$ cat src/rtl/sy_ppl_fetch_realign.sv
// Fetch realignment: splits 32-bit fetch words into RVC/RVI instructions, stitches
// instructions that straddle word boundaries, and registers them toward the instruction buffer.
module sy_ppl_fetch_realign #(
  parameter int unsigned INSTR_PER_FETCH = 2,
  parameter int unsigned AW              = 64
) (
  input  logic                                  clk_i,
  input  logic                                  rst_i,
  input  logic                                  flush_i,
  input  logic                                  if_valid_i,
  input  logic [AW-1:0]                         if_addr_i,
  input  logic [31:0]                           if_data_i,
  input  logic                                  if_ex_i,
  output logic                                  if_ready_o,
  input  logic                                  buf_ready_i,
  output logic [INSTR_PER_FETCH-1:0]            buf_valid_o,
  output logic [INSTR_PER_FETCH-1:0][AW-1:0]    buf_addr_o,
  output logic [INSTR_PER_FETCH-1:0][31:0]      buf_instr_o,
  output logic                                  buf_ex_o
);

  logic [INSTR_PER_FETCH-1:0]         valid_q, valid_d;
  logic [INSTR_PER_FETCH-1:0][AW-1:0] addr_q, addr_d;
  logic [INSTR_PER_FETCH-1:0][31:0]   instr_q, instr_d;
  logic                               ex_q, ex_d;

  // Lower half of a 32-bit instruction whose upper half arrives with the next word.
  logic                               unaligned_q, unaligned_d;
  logic [15:0]                        unaligned_half_q, unaligned_half_d;
  logic [AW-1:0]                      unaligned_addr_q, unaligned_addr_d;

  logic          accept;
  logic [15:0]   lo, hi;
  logic          lo_rvc, hi_rvc;
  logic [AW-1:0] hi_addr;
  logic          take_hi;
  logic          hi_slot;

  assign lo     = if_data_i[15:0];
  assign hi     = if_data_i[31:16];
  assign lo_rvc = (lo[1:0] != 2'b11);
  assign hi_rvc = (hi[1:0] != 2'b11);

  // The upper halfword sits at addr+2 for word-aligned fetches and at addr itself for
  // halfword-aligned redirect targets.
  assign hi_addr = if_addr_i[1] ? if_addr_i : if_addr_i + AW'(2);

  assign if_ready_o = ~flush_i & (~(|valid_q) | buf_ready_i);
  assign accept     = if_valid_i & if_ready_o;

  always_comb begin
    valid_d          = valid_q;
    addr_d           = addr_q;
    instr_d          = instr_q;
    ex_d             = ex_q;
    unaligned_d      = unaligned_q;
    unaligned_half_d = unaligned_half_q;
    unaligned_addr_d = unaligned_addr_q;
    take_hi          = 1'b0;
    hi_slot          = 1'b0;

    if (flush_i) begin
      valid_d     = '0;
      unaligned_d = 1'b0;
    end else if (accept) begin
      valid_d     = '0;
      addr_d      = '0;
      instr_d     = '0;
      ex_d        = 1'b0;
      unaligned_d = 1'b0;

      if (if_ex_i) begin
        valid_d[0] = 1'b1;
        ex_d       = 1'b1;
        addr_d[0]  = unaligned_q ? unaligned_addr_q : if_addr_i;
      end else if (unaligned_q) begin
        valid_d[0] = 1'b1;
        addr_d[0]  = unaligned_addr_q;
        instr_d[0] = {lo, unaligned_half_q};
        take_hi    = 1'b1;
      end else if (!if_addr_i[1]) begin
        valid_d[0] = 1'b1;
        addr_d[0]  = if_addr_i;
        if (lo_rvc) begin
          instr_d[0] = {16'h0000, lo};
          take_hi    = 1'b1;
        end else begin
          instr_d[0] = if_data_i;
        end
      end else begin
        take_hi = 1'b1;
      end

      // Upper half lands in the first free slot, or is parked if it starts an RVI.
      if (take_hi) begin
        hi_slot = valid_d[0];
        if (hi_rvc) begin
          valid_d[hi_slot] = 1'b1;
          addr_d[hi_slot]  = hi_addr;
          instr_d[hi_slot] = {16'h0000, hi};
        end else begin
          unaligned_d      = 1'b1;
          unaligned_half_d = hi;
          unaligned_addr_d = hi_addr;
        end
      end
    end else if (buf_ready_i) begin
      valid_d = '0;
    end
  end

  always_ff @(posedge clk_i or posedge rst_i) begin
    if (rst_i) begin
      valid_q          <= '0;
      addr_q           <= '0;
      instr_q          <= '0;
      ex_q             <= 1'b0;
      unaligned_q      <= 1'b0;
      unaligned_half_q <= '0;
      unaligned_addr_q <= '0;
    end else begin
      valid_q          <= valid_d;
      addr_q           <= addr_d;
      instr_q          <= instr_d;
      ex_q             <= ex_d;
      unaligned_q      <= unaligned_d;
      unaligned_half_q <= unaligned_half_d;
      unaligned_addr_q <= unaligned_addr_d;
    end
  end

  assign buf_valid_o = valid_q;
  assign buf_addr_o  = addr_q;
  assign buf_instr_o = instr_q;
  assign buf_ex_o    = ex_q;

endmodule
$ cat config.mk
export PLATFORM = sky130hd
export DESIGN_NAME = sy_ppl_fetch_realign
export DESIGN_NICKNAME = d
export VERILOG_FILES = /design/src/rtl/sy_ppl_fetch_realign.sv
export SDC_FILE = /design/constraint.sdc
export NUM_CORES = 1
export LEC_CHECK = 0
export CAP_MARGIN = 20
export CORE_ASPECT_RATIO = 0.9
export CORE_MARGIN = 4
export CORE_UTILIZATION = 36
export DETAILED_ROUTE_END_ITERATION = 10
export DONT_BUFFER_PORTS = 1
export PLACE_DENSITY = 0.59
export SETUP_SLACK_MARGIN = 0.05
export SLEW_MARGIN = 40
export SYNTH_ARGS = -nofsm -noshare
export SYNTH_HDL_FRONTEND = slang
export SYNTH_SLANG_ARGS = --single-unit
$ cat constraint.sdc
create_clock -name clk_i -period 10.1 [get_ports clk_i]
set_input_delay 3.03 -clock clk_i [delete_from_list [all_inputs] [get_ports clk_i]]
set_output_delay 3.03 -clock clk_i [all_outputs]
set_load 0.1 [all_outputs]
==> results.txt, run 1 <==
The kind of end point of the critical path is an output port. The area taken by flip-flops and latches is 0.006731 mm2. Global routing finished with a remaining overflow of 0. The clock sink total came out at 260. The number of top-level design ports came out at 298. After routing the design area is 0.01307 mm2. The maximum level of the CTS H-tree is 1. The most common cell in the synthesized netlist is sky130_fd_sc_hd__dfrtp_1. The pin count of the biggest net entering global routing is 158. Ranked by instance count, the synthesized netlist is headed by sky130_fd_sc_hd__dfrtp_1, sky130_fd_sc_hd__nand3_1, sky130_fd_sc_hd__o2bb2ai_1. Dividing the detail-routed via count by the number of cells gives 5.920. The instance area after placement is 0.01206 mm2. The arrival time of the worst setup path is 3790 ps. The post-detailed-routing wire length came out at 35360 um. The width of the die came out at 197.8 um. IR analysis of the VDD net gives a maximum drop of 0.1360 mV. The number of antenna violations at the first check in global routing came out at 0. The total DRC errors in the routed layout came out at 0. After floorplanning, the core was divided into 62 placement rows. The number of failing hold endpoints at the final stage is 0. The sequential-to-total area share from yosys stat is 55.76%. The per-cell routed wire length came out at 25.36 um. The post-synthesis instance total came out at 1011. In this run the mean area of a mapped cell was 11.54 um2.

The xor and xnor area share after synthesis came out at 0%. The chip height is 178.8 um. The number of warnings reported in the yosys synthesis log is 0. The congestion estimate from routability-driven global placement came to 0.8758. The post-cts hold buffer count came out at 0.

Summing all multi-input logic gate instances after layout gives 0.004616 mm2. The leading area contributor after synthesis is sky130_fd_sc_hd__dfrtp_1. Across all layers, the routed design uses 8252 vias.

Sorting the synthesized cells by area gives the leading types as sky130_fd_sc_hd__dfrtp_1, sky130_fd_sc_hd__mux2_4, sky130_fd_sc_hd__o2bb2ai_1. The initial detailed-routing violation count is 645. The number of global-route vias before repair was 8118. The synthesized netlist devotes 17.01% of its cell area to compound gates. The total CTS buffers is 28.

The type of element launching the critical path is an input port. The placed wire-length estimate after detailed placement is 22040 um. The run finished with clean final reports. The global routing usage summed across all routing layers is 18.96%. The die outline area is 0.03536 mm2. Once the floorplan was initialized, standard cells occupied 36.51% of the core. The adder and majority gate portion of the synthesized area came out at 0%. The delay contributed by the slowest stage of the critical path is 600 ps.

The clock root buffer master is sky130_fd_sc_hd__clkbuf_16. The period utilization is 67.57%. The proportion of netlist area held by the largest area contributor is 55.76%. The cell area after technology mapping is 0.01167 mm2. The total setup buffers inserted after CTS came out at 0.

The distinct cell type count of the synthesized netlist is 42. The combinational family with the most area after synthesis is compound AO/OA/AOI/OAI gates. The utilization after layout came out at 40.89%. The area growth from synthesis to layout is 12.01%.

Grouping stages by cell kind, the critical path spends the most delay in simple AND/OR/NAND/NOR gates. After the last flow step, the layout net total stands at 1058. The clock edge transition at the registers on the reported setup and hold paths is 60 ps. The CTS tree is built.

The total power per unit cell area came out at 256.0 mW/mm2. The worst slew margin relative to its limit came out at 43.15%. The signal on the critical path passes through o21bai_4 > nor2b_4. The first global-routing pass estimated 53390 um of wire. The number of buffers inserted by port buffering is 0.

The analysis attributes to cell leakage a power of 0.005206 uW. The number of enable-type register cells in the synthesized netlist came out at 0. Static timing analysis puts the maximum clock frequency at 0.1465 GHz.

Along the worst path, the maximum fanout reaches 3. The placeable core area came out at 0.03196 mm2. The total of endpoints with negative setup slack in the final report is 0.

The simple-gate portion of the synthesized area is 11.38%. The number of resized instances in the post-cts repair step is 0. The setup TNS after final layout is 0 ps. The async set-or-reset flop fraction in the synthesized netlist is 100.0%. The number of antenna diodes in the final layout is 0. Setup repair after global routing left no endpoint under its margin. The worst hold path class is reg2reg. The startpoint-to-endpoint class of the critical path is in2out. After filler insertion, the fill cell instance count of the layout stands at 2986. The synthesis-stage register bit count is 260. The tool flagged a number of max-cap violations equal to 0. The transition time at the pin with the least slew margin came out at 852.8 ps. The final critical-path required period is 6825 ps.

The final worst clock skew is 18.45 ps. The final max-slew violation count is 0. The maximum buffer depth of the clock tree is 3. In the final layout, the share of cells above drive strength 1 is 33.64%. In the synthesized netlist, mux cells make up 10.39% of the area.

The detailed-routing iteration count for the pre-antenna-repair pass is 4. The final antenna-violating net count is 0. The most used flip-flop cell after synthesis is sky130_fd_sc_hd__dfrtp_1. The worst endpoint required time came out at 7070 ps. The source-to-sink clock delay at the later pin of the worst-skew pair is 540 ps. The worst path buffer plus inverter count came out at 0. The cell with the largest stage delay on the worst path is sky130_fd_sc_hd__nor2b_4.
==> cell families (layout without fill, tap and decap cells) <==
logic type	count (synthesis)	count (layout)
mux	85	85
other cells	1	16
simple gates	255	255
compound gates	285	285
flops	260	260
buf+inv	125	77
==> per-layer routing <==
metal  GRT usage (%)  share of wire [%]  vias to the layer above
met3           5.599                9.3                       57
met5               0                  0                        -
met2           27.65                 45                      378
met4           5.164                3.0                        0
met1           27.58                 43                     4189
li1                -                  -                     3628
==> report_power, final <==
| group | switching [uW] | internal (uW) |
|---|---|---|
| combinational | 186 | 175 |
| clock | 427 | 595 |
| sequential | 754 | 1210 |
| total | 1370 | 1980 |
==> per-stage QoR <==
stage	worst slack [ps]	cells	hold slack [ps]	power [uW]
3_5_place_dp	3260	1340	451.3	2340
3_3_place_gp	2943	1335	446.3	2306
4_1_cts	3260	1392	468.8	3377
5_1_grt	3257	1394	496.8	3474
2_1_floorplan	2000	1026	425.2	2223
6_report	3275	1394	467.4	3345
==> path summary, 6_finish.rpt <==
path                                                  from                               end  slack (ps)  cells after the start
hold reg to reg            unaligned_addr_q[1]$_DFFE_PP0P_   unaligned_addr_q[1]$_DFFE_PP0P_         470                      1
hold / removal             unaligned_addr_q[1]$_DFFE_PP0P_   unaligned_addr_q[1]$_DFFE_PP0P_         470                      1
max in group asynchronous                            rst_i        buf_addr_o[94]$_DFFE_PP0P_        6300                      5
setup reg to reg                   unaligned_q$_DFFE_PP0P_  unaligned_addr_q[27]$_DFFE_PP0P_        6820                      5
setup / recovery                               buf_ready_i                        if_ready_o        3280                      2
min in group asynchronous                            rst_i   unaligned_half_q[3]$_DFFE_PP0P_        2380                      2
==> area by class of cell <==
class / count / area share, %
clock buffer: 42 / 6.386
clock inverter: 10 / 0.6127
inverter: 4 / 0.1436
multi-input combinational: 641 / 35.32
sequential: 260 / 51.51
tap: 416 / 3.983
timing repair buffer: 21 / 2.049
==> placed cells by master, fill, tap and decap left out, types with 4 or more instances in the layout <==
cell | netlist | layout
sky130_fd_sc_hd__nand2_1 | 64 | 63
sky130_fd_sc_hd__buf_4 | 18 | 10
sky130_fd_sc_hd__nand2b_1 | 5 | 5
sky130_fd_sc_hd__a22oi_1 | 14 | 14
sky130_fd_sc_hd__mux2i_1 | 6 | 6
sky130_fd_sc_hd__conb_1 | 1 | 16
sky130_fd_sc_hd__clkbuf_1 | 49 | 7
sky130_fd_sc_hd__mux2_4 | 70 | 70
sky130_fd_sc_hd__nand3_1 | 151 | 151
sky130_fd_sc_hd__clkbuf_8 | 0 | 6
sky130_fd_sc_hd__clkbuf_16 | 0 | 29
sky130_fd_sc_hd__o21ai_0 | 4 | 4
sky130_fd_sc_hd__nor4b_1 | 14 | 14
sky130_fd_sc_hd__dfrtp_2 | 0 | 177
sky130_fd_sc_hd__clkinv_2 | 0 | 7
sky130_fd_sc_hd__dfrtp_1 | 260 | 82
sky130_fd_sc_hd__buf_12 | 0 | 4
sky130_fd_sc_hd__a31oi_1 | 88 | 88
sky130_fd_sc_hd__a21oi_1 | 74 | 74
sky130_fd_sc_hd__o2bb2ai_1 | 100 | 100
sky130_fd_sc_hd__mux2_1 | 6 | 6
==> flip-flops by register name (all words and copies together) (netlist names) <==
signal and flops:
buf_addr_o 128, buf_ex_o 1, buf_instr_o 48, buf_valid_o 2
unaligned_addr_q 64, unaligned_half_q 16, unaligned_q 1
==> worst reg2reg max path, delay by kind of cell (launching register included) <==
family / cells / cell delay, ps
mux: 1 / 400
flops: 1 / 710
buf+inv: 2 / 1300
simple gates: 2 / 740
Note: power is estimated with default switching activity, not from simulation.
==> run 2, diff against run 1 <==
--- a/config.mk
+++ b/config.mk
@@ -11,7 +11,7 @@
 export CORE_UTILIZATION = 36
 export DETAILED_ROUTE_END_ITERATION = 10
 export DONT_BUFFER_PORTS = 1
-export PLACE_DENSITY = 0.59
+export PLACE_DENSITY = 0.57
 export SETUP_SLACK_MARGIN = 0.05
 export SLEW_MARGIN = 40
 export SYNTH_ARGS = -nofsm -noshare
==> constraint.sdc (replaced) <==
create_clock -name clk_i -period 6.28 [get_ports clk_i]
set_input_delay 1.884 -clock clk_i [delete_from_list [all_inputs] [get_ports clk_i]]
set_output_delay 1.884 -clock clk_i [all_outputs]
set_load 0.1 [all_outputs]
==> results.txt, run 2 (same netlist as run 1, synthesis figures left out) <==
The number of buffers inserted by port buffering came out at 0 (unchanged). The number of global-route vias before repair came out at 8068 (-0.62%). The delay contributed by the slowest stage of the critical path is 320 ps (-280 ps). The final antenna-violating net count came out at 0 (unchanged). The total DRC errors in the routed layout was 0 (unchanged). The total of endpoints with negative setup slack in the final report is 0 (unchanged). Leaving out fill and tap cells, the most frequent cell in the layout is sky130_fd_sc_hd__dfrtp_2. Derived from the worst setup path, the maximum achievable clock frequency is 0.2254 GHz. The arrival time of the worst setup path came out at 2550 ps (-1240 ps). The cell with the largest stage delay on the worst path is sky130_fd_sc_hd__buf_4. The die outline area came out at 0.03536 mm2 (unchanged). The clock edge transition at the registers on the reported setup and hold paths came to 60 ps (about the same). The largest fanout on the critical path came out at 3 (unchanged). The worst slew margin relative to its limit is 40.17% (-3.0 points). The maximum level of the CTS H-tree came out at 1 (unchanged).

The library cells used most frequently in the layout, excluding fill and tap cells, are sky130_fd_sc_hd__dfrtp_2, sky130_fd_sc_hd__nand3_1, sky130_fd_sc_hd__o2bb2ai_1. The reported leakage power came out at 0.005277 uW (+1.3%). The wire length of the first global-routing pass is 53520 um (+0.25%). The max-cap violation count came out at 0 (unchanged). The type of element launching the critical path is an input port. The post-cts hold buffer count came out at 0 (unchanged). The number of antenna cells inserted is 0 (unchanged). The transition time at the pin with the least slew margin is 897.4 ps (+44.58 ps). The run finished with clean final reports.

The post-route worst hold slack came to 460.3 ps (-7.151 ps). The global routing usage summed across all routing layers is 19.03% (+0.067 points). TritonCTS built the clock tree.

The worst endpoint required time came out at 4400 ps (-2670 ps). The post-detailed-route via-to-cell ratio is 5.866 (-0.91%). The critical path is of the in2out type. The worst slack at placement came out at 1823 ps (-1437 ps). The via count came out at 8206 (-0.56%).

The placeable core area was 0.03196 mm2 (unchanged). The width of the die came to 197.8 um (unchanged). The number of top-level design ports came out at 298 (unchanged). The worst hold path depth came to 1 (unchanged). The initial detailed-routing violation count is 605 (-6.2%). The total CTS buffers came out at 30 (+7.1%).

The post-detailed-routing wire length is 35420 um (+0.20%). The final worst clock skew came out at 7.829 ps (-10.62 ps). After layout, the worst path uses 70.66% of the clock period. The post-route cell area came out at 0.01319 mm2 (+0.89%). The number of antenna violations at the first check in global routing is 0 (unchanged). Setup repair after global routing left no endpoint under its margin.

The setup slack of the critical path after layout is 1843 ps (-1433 ps). The number of placement rows is 62 (unchanged). The tree is rooted in a sky130_fd_sc_hd__clkbuf_16. The source-to-sink clock delay at the later pin of the worst-skew pair was 540 ps (about the same). The detailed-routing iteration count for the pre-antenna-repair pass is 5 (+1).

The total grt overflow came out at 0 (unchanged). The post-synthesis to final-layout area growth is 13.01%. The number of nets in the finished design came to 1061 (+0.28%). The number of resized instances in the post-cts repair step is 0 (unchanged). The flip-flop count of the largest register, all copies and words added was 128 (unchanged). The number of failing hold endpoints at the final stage came out at 0 (unchanged). The signal on the critical path passes through o21bai_4 > nor2b_2 > buf_4. The total power per unit cell area is 423.9 mW/mm2 (+66%). The maximum buffer depth of the clock tree is 3 (unchanged). The placer congestion estimate came out at 0.8592 (-1.9%). The pin count of the biggest net entering global routing is 124 (-22%). The chip height is 178.8 um (unchanged). The placed wire-length estimate after detailed placement came out at 22380 um (+1.5%). The clock sink total was 260 (unchanged).

The initial standard-cell utilization of the core came out at 36.51% (unchanged). The worst path in the final design needs a cycle of 4437 ps, including I/O delays and setup. The largest voltage drop on the vdd net was 0.1917 mV (+41%). The worst hold path class is reg2reg. The number of cells on the worst reg-to-reg path was 5 (unchanged). The final max-slew violation count came out at 0 (unchanged). The total setup buffers inserted after CTS is 0 (unchanged). The per-cell routed wire length is 25.32 um (-0.16%). The setup TNS after final layout came out at 0 ps (unchanged).

The number of fillers in the final layout is 2980 (-0.20%). The utilization after layout is 41.25% (+0.36 points). STA classifies the critical path endpoint as an output port. The instance area after placement is 0.01206 mm2 (about the same).

The fraction of layout cells with a size suffix above 1 came out at 34.28% (+0.64 points).
-- run 2: cell types whose count changed in the layout (fill, tap and decap cells not counted), sizes merged --
cell | before | now
clkinvlp | 3 | 1
buf | 21 | 22
clkinv | 8 | 11
bufinv | 1 | 4
-- run 2: power by group --
group | switching (uW) | internal [uW]
logic | 290 | 276
registers | 1220 | 1940
clock network | 714 | 1140
total | 2230 | 3360
-- run 2: worst paths after layout --
| path | startpoint | slack (ps) | end |
|---|---|---|---|
| setup / recovery | buf_ready_i | 1840 | if_ready_o |
| hold / removal | unaligned_half_q[0]$_DFFE_PP0P_ | 460 | unaligned_half_q[0]$_DFFE_PP0P_ |
| setup reg to reg | buf_valid_o[0]$_DFFE_PP0P_ | 3090 | unaligned_addr_q[55]$_DFFE_PP0P_ |
| hold reg to reg | unaligned_half_q[0]$_DFFE_PP0P_ | 460 | unaligned_half_q[0]$_DFFE_PP0P_ |
| max in group asynchronous | rst_i | 4000 | buf_addr_o[117]$_DFFE_PP0P_ |
| min in group asynchronous | rst_i | 1160 | unaligned_addr_q[1]$_DFFE_PP0P_ |
-- run 2: worst max-delay path, delay by kind of cell --
kind	cells	cell delay [ps]
AND/OR/NAND/NOR	1	230
buffers and inverters	1	320
AO/OA/AOI/OAI	1	120
-- run 2: stage by stage --
stage	total power (uW)	cells
2_1_floorplan	3575	1026
3_3_place_gp	3713	1339
3_5_place_dp	3760	1342
4_1_cts	5634	1398
5_1_grt	5786	1399
6_report	5589	1399
-- run 2: final cells by class --
class	instances	area, um2	area share, %
Multi-Input combinational cell	641	4619	35.04
Tap cell	416	520.5	3.948
Clock inverter	14	170.2	1.291
Timing Repair Buffer	22	239.0	1.812
Sequential cell	260	6730	51.04
Clock buffer	42	887.1	6.728
Inverter	4	18.77	0.1423
-- run 2: metal layers --
layer | global-route usage, % | up-vias | routed length, um | share of wire, %
met5 | 0 | - | 0 | 0
met4 | 5.164 | 0 | 1044 | 2.9
met3 | 5.618 | 59 | 3112 | 8.8
met2 | 27.08 | 347 | 15500 | 44
met1 | 28.24 | 4169 | 15770 | 45
li1 | - | 3631 | - | -
==> run 3, diff against run 2 <==
--- a/config.mk
+++ b/config.mk
@@ -11,7 +11,7 @@
 export CORE_UTILIZATION = 36
 export DETAILED_ROUTE_END_ITERATION = 10
 export DONT_BUFFER_PORTS = 1
-export PLACE_DENSITY = 0.57
+export PLACE_DENSITY = 0.59
 export SETUP_SLACK_MARGIN = 0.05
 export SLEW_MARGIN = 40
 export SYNTH_ARGS = -nofsm -noshare
==> constraint.sdc (replaced) <==
create_clock -name clk_i -period 3.95 [get_ports clk_i]
set_input_delay 1.185 -clock clk_i [delete_from_list [all_inputs] [get_ports clk_i]]
set_output_delay 1.185 -clock clk_i [all_outputs]
set_load 0.1 [all_outputs]
==> results.txt, run 3 (same netlist as run 1, synthesis figures left out) <==
The run finished with clean final reports. The cell that appears most often on the critical path is sky130_fd_sc_hd__buf_4. The largest voltage drop on the vdd net is 0.3409 mV (+78%). The final critical-path required period came out at 3156 ps. The number of buffers inserted by port buffering is 0 (unchanged). The fraction of layout cells with a size suffix above 1 is 33.50% (-0.78 points).

The post-detailed-route via-to-cell ratio is 5.902 (+0.63%). The switching power total came out at 3515 uW (+58%). The switching power as a share of total power came out at 40.03% (+0.18 points). The most common cell after layout, fill and taps aside is sky130_fd_sc_hd__dfrtp_2.

TritonCTS built the clock tree. The instance count after placement with tap cells included was 1350 (+0.60%). The setup slack of the critical path after layout is 794.4 ps (-1048 ps). The total of endpoints with negative setup slack in the final report is 0 (unchanged). The global routing usage summed across all routing layers is 19.20% (+0.18 points). The worst slew margin relative to its limit is 40.19% (about the same). The maximum buffer depth of the clock tree came to 3 (unchanged). The placeable core area is 0.03196 mm2 (unchanged).

Derived from the worst setup path, the maximum achievable clock frequency is 0.3169 GHz. The number of antenna violations at the first check in global routing is 0 (unchanged). The filler-free cell count of the finished design came out at 1404 (+0.36%). The delay contributed by the slowest stage of the critical path is 360 ps (+40 ps). The final max-slew violation count is 0 (unchanged). The largest fanout on the critical path came to 4 (+1). The number of placement rows is 62 (unchanged). The detailed-routing iteration count for the pre-antenna-repair pass came out at 5 (unchanged).

The period utilization is 79.89%. The clock sink total came to 260 (unchanged). The initial standard-cell utilization of the core came out at 36.51% (unchanged). The total DRC errors in the routed layout was 0 (unchanged). The transition time at the pin with the least slew margin was 897.1 ps (-0.2552 ps). The max-cap violation count is 0 (unchanged). The post-synthesis to final-layout area growth came out at 13.13%. STA classifies the critical path startpoint as a register. The worst endpoint required time is 2760 ps (-1640 ps). The pin count of the biggest net entering global routing is 110 (-11%).

The number of resized instances in the post-cts repair step is 0 (unchanged). The final worst clock skew is 14.65 ps (+6.817 ps). The cell internal power dissipation is 5266 uW (+57%). The placer congestion estimate is 0.8731 (+1.6%). In this design, the largest share of critical-path delay is due to buffers and inverters. The sequential power share came out at 56.9% (+0.2 points).

The total setup buffers inserted after CTS was 0 (unchanged). The clock edge transition at the registers on the reported setup and hold paths was 60 ps (about the same). The worst setup path is captured at an output port.

The total grt overflow is 0 (unchanged). The reported leakage power came out at 0.005286 uW (+0.18%). The via count was 8287 (+0.99%). The number of global-route vias before repair is 8199 (+1.6%). The wire length of the first global-routing pass was 54070 um (+1.0%).

The initial detailed-routing violation count is 759 (+25%). The die outline area is 0.03536 mm2 (unchanged). The per-cell routed wire length is 25.45 um (+0.50%). The width of the die was 197.8 um (unchanged). The source-to-sink clock delay at the later pin of the worst-skew pair is 550 ps (about the same). The number of antenna cells inserted was 0 (unchanged).

The flip-flop count of the largest register, all copies and words added is 128 (unchanged). The total CTS buffers is 29 (-3.3%). The min-delay analysis places its worst path in the category reg2reg. The worst path buffer plus inverter count is 2 (+1). The post-detailed-routing wire length is 35730 um (+0.86%). Leaving out fill and tap cells, the most frequent cells in the layout are sky130_fd_sc_hd__dfrtp_2, sky130_fd_sc_hd__nand3_1, sky130_fd_sc_hd__o2bb2ai_1. The part of the total power dissipated in combinational logic is 11.0% (+0.9 points).

Setup repair after global routing left no endpoint under its margin. The worst slack at placement was 812.7 ps (-1010 ps). The clock power share came out at 32.1% (-1.1 points). The setup path with the least slack is of type reg2out. In this run the clock root is driven by a sky130_fd_sc_hd__clkbuf_16.

The number of top-level design ports is 298 (unchanged). The number of failing hold endpoints at the final stage came out at 0 (unchanged). The total power per unit cell area came out at 665.3 mW/mm2 (+57%).

The placed wire-length estimate after detailed placement is 22490 um (+0.49%). The slowest stage of the critical path is the sky130_fd_sc_hd__dfrtp_1 cell. The post-cts hold buffer count is 0 (unchanged). The maximum level of the CTS H-tree is 1 (unchanged). Traced cell by cell, the critical path runs through buf_4 > o21bai_4 > nor2b_2 > buf_4.

The arrival time of the worst setup path came out at 1970 ps (-580 ps). The number of nets in the finished design came to 1067 (+0.57%). The final antenna-violating net count is 0 (unchanged). The chip height came out at 178.8 um (unchanged).
==> run 3: changes by cell type in the layout (fill, tap and decap cells not counted), moves of 2 or more <==
cell,change
sky130_fd_sc_hd__clkbuf_8,+2
sky130_fd_sc_hd__buf_16,+2
sky130_fd_sc_hd__dfrtp_2,-5
sky130_fd_sc_hd__clkinv_2,-7
sky130_fd_sc_hd__dfrtp_1,+5
sky130_fd_sc_hd__buf_1,+2
sky130_fd_sc_hd__clkbuf_1,+4
sky130_fd_sc_hd__clkbuf_16,-2
sky130_fd_sc_hd__buf_4,+4
==> run 3: layout make-up <==
class,instances,area (um2)
well taps,416,520.5
fillers,2984,18760
inverters,4,21.27
flip-flops and latches,260,6724
multi-input cells,641,4611
repair buffers,29,320.3
clock inverters,8,122.6
clock buffers,46,879.6
==> run 3: metrics by stage <==
step | utilization, % | power, uW | hold slack [ps] | cell area (um2) | TNS (ps)
floorplan | - | 5684 | 425.2 | 11730 | -172270
global placement | 37.16 | 5908 | 444.8 | 11880 | 0
detailed placement | 38.04 | 6013 | 452.7 | 12160 | 0
CTS | 41.18 | 8850 | 471.0 | 13160 | 0
global route | 41.30 | 9096 | 490.1 | 13200 | 0
finish | 41.30 | 8781 | 469.5 | 13200 | 0
==> run 3: worst paths after layout <==
check / startpoint / to / slack (ps) / depth (start not counted)
setup / recovery: buf_valid_o[0]$_DFFE_PP0P_ / if_ready_o / 790 / 4
setup reg to reg: buf_valid_o[0]$_DFFE_PP0P_ / buf_addr_o[54]$_DFFE_PP0P_ / 1330 / 6
hold / removal: unaligned_half_q[0]$_DFFE_PP0P_ / unaligned_half_q[0]$_DFFE_PP0P_ / 470 / 1
max in group asynchronous: rst_i / buf_addr_o[105]$_DFFE_PP0P_ / 2400 / 2
min in group asynchronous: rst_i / buf_instr_o[6]$_DFFE_PP0P_ / 560 / 1
hold reg to reg: unaligned_half_q[0]$_DFFE_PP0P_ / unaligned_half_q[0]$_DFFE_PP0P_ / 470 / 1
==> run 3: power groups by stage <==
| stage | combinational [uW] | clock [uW] | sequential [uW] |
|---|---|---|---|
| floorplan | 787 | 0 | 4900 |
| global placement | 892 | 0 | 5020 |
| finish | 968 | 2820 | 5000 |
| CTS | 979 | 2880 | 5000 |
| global route | 1060 | 2990 | 5050 |
| detailed placement | 980 | 0 | 5030 |
==> run 3: layer usage <==
layer	track usage, %	up-vias	wire length [um]	part of all wire [%]
met2	27.43	338	16010	45
met5	0	-	0	0
met4	5.221	0	968	2.7
met1	28.86	4255	15790	44
met3	4.979	54	2956	8.3
li1	-	3640	-	-
